**src/rtl/mult_retire_q.sv**
```systemverilog
// mult_retire_q: issue/retire wrapper around a fixed-latency, non-stallable multiplier.
// Requests are tagged on the way in, the tag rides a shadow pipeline that lines up with the
// multiplier's done/product, and results are queued in an in-order FIFO for writeback.
// A request is only accepted when a FIFO slot is guaranteed for its product, so the
// multiplier never has to stall.
// Optional feature: define MULT_RETIRE_BYPASS_EN to present a product directly on rsp_*
// in the cycle it completes when the FIFO is empty and the consumer is ready.
module mult_retire_q #(
    parameter int unsigned BIT_WIDTH = 32,
    parameter int unsigned STAGES    = 8,
    parameter int unsigned TAG_W     = 5,
    parameter int unsigned DEPTH     = 4
) (
    input  logic                 clk,
    input  logic                 rst,
    input  logic                 req_valid_i,
    output logic                 req_ready_o,
    input  logic [BIT_WIDTH-1:0] req_a_i,
    input  logic [BIT_WIDTH-1:0] req_b_i,
    input  logic [TAG_W-1:0]     req_tag_i,
    output logic                 mult_en_o,
    output logic [BIT_WIDTH-1:0] mult_a_o,
    output logic [BIT_WIDTH-1:0] mult_b_o,
    input  logic [BIT_WIDTH-1:0] mult_product_i,
    input  logic                 mult_done_i,
    output logic                 rsp_valid_o,
    input  logic                 rsp_ready_i,
    output logic [BIT_WIDTH-1:0] rsp_data_o,
    output logic [TAG_W-1:0]     rsp_tag_o,
    output logic                 err_o
);

    localparam int unsigned CNT_W = $clog2(DEPTH + 1);
    localparam int unsigned PTR_W = (DEPTH > 1) ? $clog2(DEPTH) : 1;

    // Circular pointer advance, wrapping modulo DEPTH (DEPTH need not fill PTR_W).
    function automatic logic [PTR_W-1:0] ptr_inc(input logic [PTR_W-1:0] ptr);
        if (ptr == PTR_W'(DEPTH - 1)) begin
            return '0;
        end
        return ptr + PTR_W'(1);
    endfunction

    // Shadow tag pipeline, one entry per multiplier stage.
    logic [STAGES-1:0] tag_vld_q;
    logic [TAG_W-1:0]  tag_q [STAGES];

    // Result FIFO storage and bookkeeping.
    logic [BIT_WIDTH-1:0] data_mem [DEPTH];
    logic [TAG_W-1:0]     tag_mem  [DEPTH];
    logic [PTR_W-1:0]     wptr_q, wptr_d;
    logic [PTR_W-1:0]     rptr_q, rptr_d;
    logic [CNT_W-1:0]     count_q, count_d;
    logic [CNT_W-1:0]     inflight_q, inflight_d;
    logic                 err_q, err_d;

    logic             accept;
    logic             head_vld;
    logic [TAG_W-1:0] head_tag;
    logic             fifo_empty;
    logic             bypass;
    logic             push;
    logic             pop;
    logic             rsp_fire;
    logic             inflight_inc;
    logic             inflight_dec;
    logic [CNT_W:0]   credits_used;

    assign head_vld   = tag_vld_q[STAGES-1];
    assign head_tag   = tag_q[STAGES-1];
    assign fifo_empty = (count_q == '0);

`ifdef MULT_RETIRE_BYPASS_EN
    // Completing product skips the FIFO only when nothing older is waiting.
    assign bypass     = fifo_empty & head_vld & mult_done_i & rsp_ready_i;
    assign rsp_data_o = fifo_empty ? mult_product_i : data_mem[rptr_q];
    assign rsp_tag_o  = fifo_empty ? head_tag : tag_mem[rptr_q];
`else
    assign bypass     = 1'b0;
    assign rsp_data_o = data_mem[rptr_q];
    assign rsp_tag_o  = tag_mem[rptr_q];
`endif

    assign rsp_valid_o = rst & (~fifo_empty | bypass);
    assign rsp_fire    = rsp_valid_o & rsp_ready_i;
    assign pop         = rsp_fire & ~fifo_empty;
    assign push        = mult_done_i & head_vld & ~bypass;

    // A result leaving this cycle has already returned its credit; without this, a FIFO of
    // STAGES+1 entries could not sustain one request per cycle.
    assign credits_used = {1'b0, inflight_q} + {1'b0, count_q} - {{CNT_W{1'b0}}, rsp_fire};
    assign req_ready_o  = rst & (credits_used < (CNT_W + 1)'(DEPTH));

    assign accept    = req_valid_i & req_ready_o;
    assign mult_en_o = accept;
    assign mult_a_o  = req_a_i;
    assign mult_b_o  = req_b_i;
    assign err_o     = rst & err_q;

    // A stray done with nothing in flight must not wrap the credit counter.
    assign inflight_inc = accept;
    assign inflight_dec = mult_done_i & (inflight_q != '0);

    // Next-state for in-flight credits, FIFO occupancy/pointers and the error flag.
    always_comb begin
        inflight_d = inflight_q;
        count_d    = count_q;
        wptr_d     = wptr_q;
        rptr_d     = rptr_q;
        err_d      = err_q;

        if (inflight_inc && !inflight_dec) begin
            inflight_d = inflight_q + CNT_W'(1);
        end else if (inflight_dec && !inflight_inc) begin
            inflight_d = inflight_q - CNT_W'(1);
        end

        if (push && !pop) begin
            count_d = count_q + CNT_W'(1);
        end else if (pop && !push) begin
            count_d = count_q - CNT_W'(1);
        end

        if (push) begin
            wptr_d = ptr_inc(wptr_q);
        end
        if (pop) begin
            rptr_d = ptr_inc(rptr_q);
        end

        // Done and tag pipeline disagree: the product cannot be attributed, drop it.
        if (mult_done_i != head_vld) begin
            err_d = 1'b1;
        end
    end

    // Control state register with synchronous active-low reset.
    always_ff @(posedge clk) begin
        if (!rst) begin
            inflight_q <= '0;
            count_q    <= '0;
            wptr_q     <= '0;
            rptr_q     <= '0;
            err_q      <= 1'b0;
        end else begin
            inflight_q <= inflight_d;
            count_q    <= count_d;
            wptr_q     <= wptr_d;
            rptr_q     <= rptr_d;
            err_q      <= err_d;
        end
    end

    // Tag pipeline shifts every cycle, tracking the multiplier stage by stage.
    always_ff @(posedge clk) begin
        if (!rst) begin
            tag_vld_q <= '0;
        end else begin
            tag_vld_q[0] <= accept;
            tag_q[0]     <= req_tag_i;
            for (int i = 1; i < int'(STAGES); i++) begin
                tag_vld_q[i] <= tag_vld_q[i-1];
                tag_q[i]     <= tag_q[i-1];
            end
        end
    end

    // FIFO payload storage; contents are meaningless until counted valid.
    always_ff @(posedge clk) begin
        if (push) begin
            data_mem[wptr_q] <= mult_product_i;
            tag_mem[wptr_q]  <= head_tag;
        end
    end

endmodule

```
**config.mk**
```make
export PLATFORM = sky130hd
export DESIGN_NAME = mult_retire_q
export DESIGN_NICKNAME = d
export VERILOG_FILES = /design/src/rtl/mult_retire_q.sv
export SDC_FILE = /design/constraint.sdc
export NUM_CORES = 1
export LEC_CHECK = 0
export BUFFER_PORTS_ARGS = -buffer_cell sky130_fd_sc_hd__clkbuf_2
export CORE_ASPECT_RATIO = 1.4
export CORE_UTILIZATION = 43
export CTS_CLUSTER_SIZE = 10
export DETAILED_ROUTE_END_ITERATION = 16
export PLACE_DENSITY = 0.67
export SLEW_MARGIN = 20
export SYNTH_ARGS = -nofsm -noshare
export SYNTH_HDL_FRONTEND = slang
export SYNTH_SLANG_ARGS = --single-unit
```
**constraint.sdc**
```tcl
create_clock -name clk -period 6.1 [get_ports clk]
set_clock_uncertainty 0.05 [all_clocks]
set_input_delay 0.915 -clock clk [delete_from_list [all_inputs] [get_ports clk]]
set_output_delay 0.915 -clock clk [all_outputs]
set_load 0.02 [all_outputs]
```
==> out/results.tsv <==
stage	metric	value	unit
outcome	status	finished clean	
logic_synthesis	synth_seq_area_share	0.747	
critical_path	reg2reg_to	inflight_q[2]$_SDFFE_PN0P_	
die	coreArea	0.0185	mm²
logic_synthesis	yosys_warnings	0	
critical_path	rrSetupSlack	2.57	ns
cells_and_area	regArea	0.00607	mm²
global_routing	grt_pass1_wl	20.8	mm
logic_synthesis	netlist_area	0.00812	mm²
logic_synthesis	synth_edf_count	188	
die	rows	59	
timing	hold_viol_final	0	
critical_path	worst_setup_path_start_kind	input port	
die	start_util	0.438	
timing	fin_setup_tns	0	ns
timing	finalCritPeriodShare	0.609	
critical_path	r2r-start	count_q[0]$_SDFFE_PN0P_	
routing	dr.pass1.iters	4	
routing	vias	3539	
cts	post_cts_buffers	0	
global_routing	grt_max_degree	65	
logic_synthesis	syn_nets	522	
logic_synthesis	synth-main-ff-cell	edfxtp_1	
cts	cts_sinks	209	
logic_synthesis	syn_avg_cell_area	20.3	µm²
worst_hold_path	hold_end	tag_q[0][19]$_DFFE_PP_	
global_routing	grt_overflow	0	
global_routing	grt_usage	0.142	
logic_synthesis	synth_top_area_frac	0.695	
power	power.density	331	mW/mm²
timing	max_freq	0.269	GHz
die	die_y	165	µm
critical_path	crit_path_max_fanout	3	
cts	clk_latency	0.50	ns
cells_and_area	multi_input_area	0.00143	mm²
placement	place_ws	2.01	ns
routing	post_drt_wl_per_cell	19.3	µm
worst_hold_path	min_from	tag_q[0][14]$_DFFE_PP_	
routing	drt_wl_total	13.5	mm
run	maxCapViolations	0	
timing	timing.final.ws_setup	2.38	ns
logic_synthesis	synth.area.top_cells	edfxtp_1 69%, mux4_2 8.3%, buf_4 5.9%	
critical_path	arrival	2.75	ns
cts	clk_path_buf_depth	3	
cts	cts_tree	done	
global_routing	grt_pass1_vias	3856	
logic_synthesis	synth_common_cells	188 x edfxtp_1, 64 x buf_4, 30 x mux4_2	
timing	worst_pin_slew	1.06	ns
cells_and_area	fin_nets	558	
logic_synthesis	syn_inst	401	
logic_synthesis	ys_seq_elements	209	
critical_path	critPathKind	input port to output pin	
critical_path	r2r_cells	12	
placement	placed_cells	655	
timing	hold_ws	0.365	ns
routing	final_antenna_net_count	0	
timing	setup_violations	0	
cts	cts_hold_buf	0	
die	io-pin-count	211	
placement	gp_congestion	0.663	
cells_and_area	layout-drive-gt1-share	0.319	
cts	cts_root_buf	clkbuf_16	
routing	via_per_inst	5.05	
critical_path	path_cells	clkbuf_2 -> o311a_1 -> ha_1 -> inv_1 -> ha_1 -> a31oi_1 -> mux2i_1 -> clkbuf_2	
worst_hold_path	hold_depth	0	
cts	h-tree-depth	1	
cells_and_area	final.fill_count	1537	
logic_synthesis	async_flop_share	0	
routing	drc_errors	0	
logic_synthesis	synth_most_common_cell	edfxtp_1	
critical_path	required	5.13	ns
placement	io_buffers	82	
critical_path	critPathCaptureType	output pin	
logic_synthesis	synth_area_leader_cell	edfxtp_1	
power	ir_worst_vdd	0.000176	V
cts	path_clk_slew	0.05	ns
timing	rsz0062_at_grt	false	
logic_synthesis	ys_types	32	
cts	cts_resized	0	
timing	fin_crit	3.72	ns
critical_path	critPathLaunch	rst	
worst_hold_path	hp-class	flop to flop	
critical_path	critPathMaxStageDelay	0.46	ns
die	die_area	0.0195	mm²
cells_and_area	area_growth	10.5	%
routing	drt-initial-drc-count	217	
critical_path	cpMaxStageDelayCell	a31oi_1	
placement	dp_hpwl	8.30	mm
cells_and_area	fin_cells	701	
timing	maxSlewHeadroom	0.290	
cts	cts_buffers	24	
power	p_leak	3.07	nW
global_routing	antenna_found_initial	2	
timing	drv_slew	0	
die	die_w	118	µm
## how the worst max path moves through the flow
| stage | end | slack, ns | cells past startpoint |
|---|---|---|---|
| finish | mult_en_o | 2.38 | 8 |
| floorplan | inflight_q[2]$_SDFFE_PN0P_ | 2.30 | 12 |
| CTS | mult_en_o | 2.35 | 8 |
| global route | mult_en_o | 2.20 | 8 |
| global placement | inflight_q[2]$_SDFFE_PN0P_ | 2.26 | 13 |
| detailed placement | inflight_q[2]$_SDFFE_PN0P_ | 2.01 | 13 |
## power by group
group          total, W  internal, W  leakage (nW)  switching (W)
registers       0.00160      0.00159          1.89      0.0000139
clock network   0.00124     0.000739         0.325       0.000500
logic          0.000130    0.0000577         0.849      0.0000723
total           0.00297      0.00239          3.07       0.000586
## metal layers
metal,track usage,wire length (µm),vias to the layer above
met5,0,0,-
met4,0.0851,633,0
met3,0.0342,933,82
met2,0.260,6900,133
met1,0.147,5060,1755
li1,-,-,1569
## cells in the final DEF, fill, tap and decap left out, drive strengths merged
cell | synthesis | final
edfxtp | 188 | 188
clkbuf | 3 | 125
mux4 | 37 | 37
dfxtp | 21 | 21
inv | 15 | 15
and2 | 14 | 14
ha | 13 | 13
mux2i | 7 | 7
nor2b | 4 | 4
xnor2 | 3 | 3
nand3 | 3 | 3
diode | 0 | 2
o31ai | 2 | 2
nand2 | 2 | 2
xor2 | 2 | 2
o21ai | 2 | 2
or3 | 2 | 2
a21boi | 2 | 2
fa | 2 | 2
buf | 71 | 2
o311a | 1 | 1
nand4 | 1 | 1
nand4b | 1 | 1
a31oi | 1 | 1
o31a | 1 | 1
nand3b | 1 | 1
nor2 | 1 | 1
o21a | 1 | 1
clkinv | 0 | 1
## registers in the layout (all words and copies together), names as in the netlist, named ones only
| signal | flops |
|---|---|
| data_mem | 128 |
| tag_q | 40 |
| tag_mem | 20 |
| tag_vld_q | 8 |
| count_q | 3 |
| inflight_q | 3 |
| rptr_q | 2 |
| wptr_q | 2 |
| err_q | 1 |
## through the flow
| stage | utilization | total power [W] | area [µm²] |
|---|---|---|---|
| 4_1_cts | 0.484 | 0.00301 | 8970 |
| 3_5_place_dp | 0.447 | 0.00176 | 8280 |
| 2_1_floorplan | - | 0.00177 | 8120 |
| 3_3_place_gp | 0.447 | 0.00175 | 8280 |
| 6_report | 0.484 | 0.00297 | 8980 |
| 5_1_grt | 0.484 | 0.00308 | 8970 |
## worst max-delay path: cells and delay by family
kind / cells / cell delay (ns)
compound gates: 2 / 0.69
fa+ha+maj: 2 / 0.42
buf+inv: 3 / 0.39
mux: 1 / 0.33
## logic make-up after synthesis
family / count (synthesis) / synth area share
AO/OA/AOI/OAI: 10 / 0.00893
XOR/XNOR: 5 / 0.00539
buffers and inverters: 89 / 0.0782
multiplexers: 44 / 0.114
adder cells (fa/ha/maj): 15 / 0.0250
AND/OR/NAND/NOR: 29 / 0.0214
flip-flops: 209 / 0.747
## area by class of cell
type                    count  share of cell area
flip-flops and latches    209               0.676
clock inverters             1             0.00181
well taps                 244              0.0340
multi-input cells         103               0.159
diodes                      2            0.000558
repair buffers             84              0.0474
clock buffers              43              0.0749
inverters                  15             0.00627
No activity file was read; power rests on OpenSTA's default activity.
